===== config.mk =====
export PLATFORM = sky130hd
export DESIGN_NAME = instr_prefetch_queue
export DESIGN_NICKNAME = d
export VERILOG_FILES = /design/src/rtl/tinker_pkg.sv /design/src/rtl/prefetch_fifo.sv /design/src/rtl/instr_prefetch_queue.sv
export SDC_FILE = /design/constraint.sdc
export NUM_CORES = 1
export LEC_CHECK = 0
export ABC_CLOCK_PERIOD_IN_PS = 10700
export CORE_UTILIZATION = 60
export CTS_CLUSTER_SIZE = 24
export DETAILED_ROUTE_END_ITERATION = 12
export GPL_TIMING_DRIVEN = 1
export HOLD_SLACK_MARGIN = 0.12
export MAX_ROUTING_LAYER = met4
export PLACE_DENSITY = 0.86
export SYNTH_ARGS = -nofsm -noshare
export SYNTH_HDL_FRONTEND = slang
export SYNTH_SLANG_ARGS = --single-unit
export TNS_END_PERCENT = 5

===== constraint.sdc =====
create_clock -name clk -period 10.7 [get_ports clk]
set_input_delay 1.07 -clock clk [delete_from_list [all_inputs] [get_ports clk]]
set_output_delay 1.07 -clock clk [all_outputs]
set_load 0.01 [all_outputs]

===== src/rtl/tinker_pkg.sv =====
// Shared types and constants for the fetch-side prefetch queue.
package tinker_pkg;

    typedef enum logic [1:0] {IDLE, REQ, DISCARD} fetch_state_t;

    localparam logic [63:0] TINKER_RESET_PC = 64'h2000;
    localparam int unsigned INSTR_BYTES     = 4;

    typedef struct packed {
        logic [63:0] pc;
        logic [31:0] word;
    } fetch_entry_t;

endpackage


===== src/rtl/prefetch_fifo.sv =====
// DEPTH-entry circular buffer of fetched words; flush empties it by snapping wr_ptr to rd_ptr.
module prefetch_fifo
    import tinker_pkg::*;
#(
    parameter int unsigned DEPTH = 4,
    parameter int unsigned CNT_W = $clog2(DEPTH + 1)
) (
    input  logic               clk,
    input  logic               reset,
    input  logic               push,
    input  logic               pop,
    input  logic               flush,
    input  fetch_entry_t       wr_entry,
    output fetch_entry_t       head,
    output logic [CNT_W-1:0]   count
);

    localparam int unsigned PTR_W = $clog2(DEPTH);

    fetch_entry_t     mem_q [DEPTH];
    logic [PTR_W-1:0] rd_ptr_q;
    logic [PTR_W-1:0] wr_ptr_q;
    logic [CNT_W-1:0] count_q;
    logic             do_push;
    logic             do_pop;

    // Flush wins over any concurrent push or pop.
    assign do_push = push && !flush;
    assign do_pop  = pop && !flush && (count_q != '0);

    always_ff @(posedge clk) begin
        if (reset) begin
            rd_ptr_q <= '0;
            wr_ptr_q <= '0;
            count_q  <= '0;
        end else if (flush) begin
            wr_ptr_q <= rd_ptr_q;
            count_q  <= '0;
        end else begin
            if (do_push) wr_ptr_q <= wr_ptr_q + PTR_W'(1);
            if (do_pop)  rd_ptr_q <= rd_ptr_q + PTR_W'(1);
            case ({do_push, do_pop})
                2'b10:   count_q <= count_q + CNT_W'(1);
                2'b01:   count_q <= count_q - CNT_W'(1);
                default: count_q <= count_q;
            endcase
        end
    end

    always_ff @(posedge clk) begin
        if (!reset && do_push) mem_q[wr_ptr_q] <= wr_entry;
    end

    assign head  = mem_q[rd_ptr_q];
    assign count = count_q;

endmodule


===== src/rtl/instr_prefetch_queue.sv =====
// Fetch stage: owns the fetch PC, issues one memory read at a time and queues words for decode.
module instr_prefetch_queue
    import tinker_pkg::*;
#(
    parameter int unsigned DEPTH    = 4,
    parameter logic [63:0] RESET_PC = TINKER_RESET_PC,
    parameter int unsigned CNT_W    = $clog2(DEPTH + 1)
) (
    input  logic             clk,
    input  logic             reset,
    input  logic             redirect_valid,
    input  logic [63:0]      redirect_pc,
    input  logic             fetch_stop,
    output logic             mem_req,
    output logic [63:0]      mem_addr,
    input  logic             mem_ack,
    input  logic [31:0]      mem_rdata,
    output logic             instr_valid,
    output logic [31:0]      instr_data,
    output logic [63:0]      instr_pc,
    input  logic             instr_ready,
    output logic [CNT_W-1:0] queue_count
);

    fetch_state_t     state_q;
    logic [63:0]      fetch_pc_q;
    logic             mem_req_q;
    logic [63:0]      mem_addr_q;
    logic             push;
    logic             pop;
    fetch_entry_t     wr_entry;
    fetch_entry_t     head;
    logic [CNT_W-1:0] count;

    always_ff @(posedge clk) begin
        if (reset) begin
            state_q    <= IDLE;
            fetch_pc_q <= RESET_PC;
            mem_req_q  <= 1'b0;
            mem_addr_q <= RESET_PC;
        end else begin
            unique case (state_q)
                IDLE: begin
                    if (redirect_valid) begin
                        fetch_pc_q <= redirect_pc;
                    end else if (!fetch_stop && (count < CNT_W'(DEPTH))) begin
                        state_q    <= REQ;
                        mem_req_q  <= 1'b1;
                        mem_addr_q <= fetch_pc_q;
                    end
                end
                REQ: begin
                    if (redirect_valid) begin
                        fetch_pc_q <= redirect_pc;
                        if (mem_ack) begin
                            state_q   <= IDLE;
                            mem_req_q <= 1'b0;
                        end else begin
                            // The old read is still owed an ack; keep it alive and drop its data.
                            state_q <= DISCARD;
                        end
                    end else if (mem_ack) begin
                        fetch_pc_q <= fetch_pc_q + 64'(INSTR_BYTES);
                        state_q    <= IDLE;
                        mem_req_q  <= 1'b0;
                    end
                end
                DISCARD: begin
                    if (redirect_valid) fetch_pc_q <= redirect_pc;
                    if (mem_ack) begin
                        state_q   <= IDLE;
                        mem_req_q <= 1'b0;
                    end
                end
                default: begin
                    state_q   <= IDLE;
                    mem_req_q <= 1'b0;
                end
            endcase
        end
    end

    // A slot was reserved when IDLE saw count < DEPTH, so push never meets a full queue.
    assign push          = (state_q == REQ) && mem_ack && !redirect_valid;
    assign pop           = instr_valid && instr_ready && !redirect_valid;
    assign wr_entry.pc   = fetch_pc_q;
    assign wr_entry.word = mem_rdata;

    prefetch_fifo #(
        .DEPTH (DEPTH),
        .CNT_W (CNT_W)
    ) u_fifo (
        .clk      (clk),
        .reset    (reset),
        .push     (push),
        .pop      (pop),
        .flush    (redirect_valid),
        .wr_entry (wr_entry),
        .head     (head),
        .count    (count)
    );

    assign mem_req     = mem_req_q;
    assign mem_addr    = mem_addr_q;
    assign instr_valid = (count != '0);
    assign instr_data  = head.word;
    assign instr_pc    = head.pc;
    assign queue_count = count;

endmodule

[Word-level counts from Yosys, hierarchy flattened]
Memories as Yosys holds them, arrays and structs flattened. A register that Yosys moved wholly into a read port is not among the register bits.
Index checks and enable logic that the tools add are counted.
Storage, ports and cells
  logic and storage cells: 70
  RAM bits: 384
  bits of input ports: 102
  output and inout port bits: 165
  register bits: 138
  memories: 1
Cells by class
  bitwise operators: 1
  add/subtract/negate cells: 5
  reduce and logical (&&, ||, !) cells: 25
  muxes and demuxes: 21
  magnitude comparators: 1
  eq/ne operators: 9
Memory list
  u_fifo.mem_q: depth 4, width 96, read ports 1, clocked after Yosys merged registers in 1, write ports 1, RTL line prefetch_fifo.sv:20  | fetch_entry_t mem_q [DEPTH];
Operators with widths (number)
  64-bit two-way mux: 3
  64-bit case mux with 2 select lines: 1
  64-bit by 3-bit adder with 64-bit output, second input constant: 1
  2-bit two-way mux: 9
  1-bit logical AND: 9
  3-bit AND reduction: 3
  2-bit case mux with 3 select lines: 1
  3-bit case mux with 2 select lines: 1
  2-bit nonzero test: 3
  2-bit OR reduction: 3
  1-bit two-way mux: 5
  2-bit by 1-bit adder with 2-bit output, second input constant: 2
  2-bit by 1-bit == test with 1-bit output, second input constant: 2
  2-bit == test, second input constant: 2
  2-bit by 1-bit != test with 1-bit output, second input constant: 2
  2-bit != test, second input constant: 2
  2-bit AND reduction: 2
  3-bit by 1-bit adder with 3-bit output, second input constant: 1
  1-bit logical NOT: 3
  3-bit less-than comparator, second input constant: 1
  3-bit != test, second input constant: 1
  3-bit nonzero test: 1
  3-bit by 1-bit subtractor with 3-bit output, second input constant: 1
  2-bit logical NOT: 1
  other kinds (2): 2

[Logic depth before layout (Yosys ltp)]
  word-level depth: 8
  gate-level depth with buffers: 11
  gate-level depth less buffers: 10

[Cells and area by module]
Synthesis repeated with hierarchy kept, for this count alone.
Second synthesis, totals
  cells, all modules: 1514
  area total of the unflattened synthesis: 21428.1 µm²
Modules (own cells, without submodules)
  prefetch_fifo: area an instance 14362.5 µm², instances 1, sequential area each 11711.2 µm², cells an instance 555
  instr_prefetch_queue: area an instance 7065.5 µm², instances 1, sequential area each 2622.5 µm², cells an instance 959

[Least setup slack after synthesis]
Ideal clock, no wire load.
  kind: input-to-reg
  start: input port redirect_valid
  end: memory u_fifo.mem_q[0][0] in the netlist's numbering, enable pin
  data arrival time: 3799 ps
  data required time: 10234 ps
  slack: 6435 ps
  setup time: 466 ps
  stages: 3
  path buffers: 1
  path through: clkbuf_1 > nor3_1 > and2_1
Between the ends
  cells in the longest elaborated chain, start to end: 6
Ends and longest elaborated chain
  start: declaration: RTL line instr_prefetch_queue.sv:11  | input logic redirect_valid,
  1-bit logical NOT *: RTL line prefetch_fifo.sv:28, instr_prefetch_queue.sv:84
  1-bit logical AND: RTL line instr_prefetch_queue.sv:84  | assign push = (state_q == REQ) && mem_ack && !redirect_valid;
  1-bit logical AND *: RTL line prefetch_fifo.sv:28  | assign do_push = push && !flush;
  1-bit logical AND *: RTL line prefetch_fifo.sv:51  | if (!reset && do_push) mem_q[wr_ptr_q] <= wr_entry;
  1-bit two-way mux *: RTL line prefetch_fifo.sv:51
  1-bit two-way mux (implied by the code) *: RTL line prefetch_fifo.sv:51
  end: declaration: RTL line prefetch_fifo.sv:20
Every way passes the cells marked *; elsewhere a longest branch is shown, timed or not.

==> results.md <==
- Share of cells above drive strength 1: 12.8%
- Port Buffers: 266
- Antenna violations before repair: 7
- Largest net degree at the start of global routing: 96
- Worst path required time: 9.63 ns
- # setup viols final: 0
- CORE AREA: 0.0345 mm2
- Cells after Synth: 1,463
- CP Buf/Inv Count: 2
- Worst Tran Pin Value: 1.03 ns
- CTS sink cnt: 524
- Dominant cell type by area after synthesis: edfxtp_1
- Fmax achieved: 212 MHz
- Leakage Power: 0.00817 uW
- Max Cap Violations: 0
- Die span in y: 189 um
- First-pass GRT wire length: 79,600 um
- TritonCTS clock tree: yes
- Area occupied by multi-input gates: 0.00621 mm2
- Slowest CP cell: dfxtp_4
- Max-slew headroom: 31.2%
- Post-synth top area share: 55.0%
- Final Non-Filler Cells: 2,199
- Drt total wl: 52,600 um
- Fill cells: 2,107
- Placed instance area: 0.0239 mm2
- P_sw: 922 uW
- Slowest stage delay, CP: 0.97 ns
- Nets: 1,808
- Final Hold Vio Count: 0
- Syn avg cell area: 14.3 um2
- Die Footprint: 0.0357 mm2
- Clk buf depth: 3
- DR DRC count: 0
- Worst Hold Class: flop to flop
- Vias/cell: 6.28
- Number of synthesized register bits: 524
- Synth-to-layout area growth: 22.4%
- Clk slew on worst S/H paths: 0.06 ns
- Wirelength per Cell: 23.9 um
- Largest cells by area after synthesis: edfxtp_1 55%, dfxtp_1 13%, mux4_2 10%, nand2_1 3.8%, a21oi_1 2.8%
- Initial DRC count: 1,457
- Post-CTS setup buffer count: 0
- Post-route cell area: 0.0257 mm2
- Placed cells: 2,098
- Max Slew Vio Count: 0
- Maximum fanout along the worst path: 49
- Status: finished, final reports clean
- Sw frac: 21.4%
- Crit path DAT: 3.65 ns
- Clk pwr share: 42.0%
- Vias: 13.8k
- Final worst slack: 5.98 ns
- Internal power: 3380 uW
- H-tree levels: 2
- Worst slack at placement: 6.18 ns
- FF+latch area: 0.0143 mm2
- GRT Util Overall: 30.4%
- Boundary pin count: 267
- Die W: 189 um
- EDFF count, synth: 384
- GRT overflow: 0
- Crit path kind: flop to primary output
- DRT antenna net count: 0
- HPWL after DPL: 32,400 um
- CTS Buf Count: 50
- RSZ-0062 raised after global routing: no
- Fin crit period: 4.72 ns
- Sequential power share: 53.1%
- Root buffer cell: clkbuf_16
- Power per standard cell area: 168 mW/mm2
- Critical path cell sequence: buf_4 > mux4_2 > clkdlybuf4s50_1
- Post-Syn Area: 0.0210 mm2
- Placer Congestion: 0.890
- # rows: 68
- Primary FF master, synth: edfxtp_1
- Post-CTS sizing: 0
- Setup crit start kind: flop
- Syn. warnings: 0
- Yosys cell types: 66
- CP delay by family, top: buffers and inverters
- Period utilisation layout: 44.2%
- Clk_lat worst skew: 0.57 ns
- Hold-fix buffers at CTS: 0
- Post-synthesis sequential area ratio: 68.4%
- Flop2flop setup slack: 7.14 ns
- Syn nets: 1,576
- First-pass iteration count of the detailed router: 6
- Tot Pwr: 4300 uW
- Combinational cell fraction of total power: 4.9%
- TNS Setup: 0 ns
- Initial core utilization: 60.9%
- Vias in the first global route: 13.6k
- FFs w/ async S/R, synth: 0%
- Clk_skew: 0.0134 ns
- CP Capture Type: primary output
- Peak VDD IR: 158 uV
-- registers in the layout (all words and copies together), names as in the netlist, named ones only --
signal / flops
fetch_pc_q: 64
mem_addr: 64
mem_req: 1
state_q: 2
u_fifo.count: 3
u_fifo.mem_q: 384
u_fifo.rd_ptr_q: 2
u_fifo.wr_ptr_q: 2
-- layout by cell type, fill, tap and decap left out, types with 6 or more instances in the layout --
master | synthesis | routed
edfxtp_1 | 384 | 384
clkdlybuf4s50_1 | 0 | 265
nand2_1 | 210 | 209
dfxtp_1 | 140 | 138
a21oi_1 | 118 | 118
mux4_2 | 96 | 96
clkbuf_16 | 0 | 53
nor2_1 | 51 | 50
o21ai_0 | 39 | 39
nand3_1 | 35 | 35
nand4_1 | 27 | 27
and3_1 | 20 | 20
nor3_1 | 22 | 20
a31oi_1 | 18 | 18
a22oi_1 | 17 | 17
buf_4 | 5 | 17
or3_1 | 14 | 13
nor4_1 | 13 | 13
a211oi_1 | 12 | 12
clkbuf_1 | 64 | 11
and4_1 | 10 | 10
o22ai_1 | 10 | 10
o211ai_1 | 10 | 10
ha_1 | 10 | 10
inv_1 | 9 | 9
clkinv_2 | 0 | 8
diode_2 | 0 | 7
and2_1 | 12 | 7
or4_1 | 7 | 7
a21o_1 | 6 | 6
-- routing by layer --
layer  track usage [%]  wire [um]  vias to the layer above
met5                 -          0                        -
met4              9.18       1270                        0
li1                  -          -                     6131
met3              5.10       4690                      107
met2              49.0      26100                      743
met1              40.0      20500                     6832
-- path summary, 6_finish.rpt --
kind	from	to	cells past startpoint
setup / recovery	flop	instr_pc[39]	3
hold / removal	mem_addr[25]	mem_addr[25]	2
setup reg to reg	state_q[0]	fetch_pc_q[43]	9
hold reg to reg	mem_addr[25]	mem_addr[25]	2
-- metrics by stage --
| step | utilization, % | hold WS, ns |
|---|---|---|
| final | 74.5 | 0.456 |
| after floorplan | - | 0.455 |
| after CTS | 74.4 | 0.457 |
| after detailed placement | 69.5 | 0.446 |
| after global routing | 74.5 | 0.484 |
| after global placement | 69.5 | 0.444 |
-- worst register-to-register path, cell delays in order, from the launching register on --
cell	delay, ns
dfxtp_1	0.39
inv_1	0.10
ha_1	0.30
or3_2	0.49
buf_4	0.41
nor4_1	0.58
nand2_1	0.23
or3_1	0.39
or4_1	0.42
a31oi_1	0.18
-- cell usage after synthesis (20+ instances only) --
cell type and instances:
o21ai_0 39, clkbuf_1 64, a21oi_1 118, edfxtp_1 384, mux4_2 96, nand4_1 27, nand3_1 35, nor2_1 51
nor3_1 22, nand2_1 210, dfxtp_1 140, and3_1 20
-- power by group through the flow --
| stage | combinational (uW) | clock, uW | sequential (uW) |
|---|---|---|---|
| final | 210 | 1810 | 2280 |
| after detailed placement | 205 | 0 | 2320 |
| after floorplan | 114 | 0 | 2300 |
| after CTS | 208 | 1820 | 2280 |
| after global placement | 200 | 0 | 2320 |
| after global routing | 226 | 1900 | 2290 |
-- final cells by class --
type | count | area share (%)
Sequential cell | 524 | 55.9
Multi-Input combinational cell | 827 | 24.2
Timing Repair Buffer | 282 | 10.8
Clock buffer | 69 | 5.60
Tap cell | 455 | 2.22
Clock inverter | 25 | 1.05
Inverter | 10 | 0.146
Antenna cell | 7 | 0.0683
-- logic make-up after synthesis --
group	after synthesis	share of synthesized area, %
and+or+nand+nor	444	10.2
adders and majority gates	11	0.692
muxes	103	10.7
buffers and inverters	112	2.21
AOI/OAI and AO/OA	263	7.61
DFF	524	68.4
xor gates and xnor gates	6	0.251
Power figures use the tool's default switching activity.
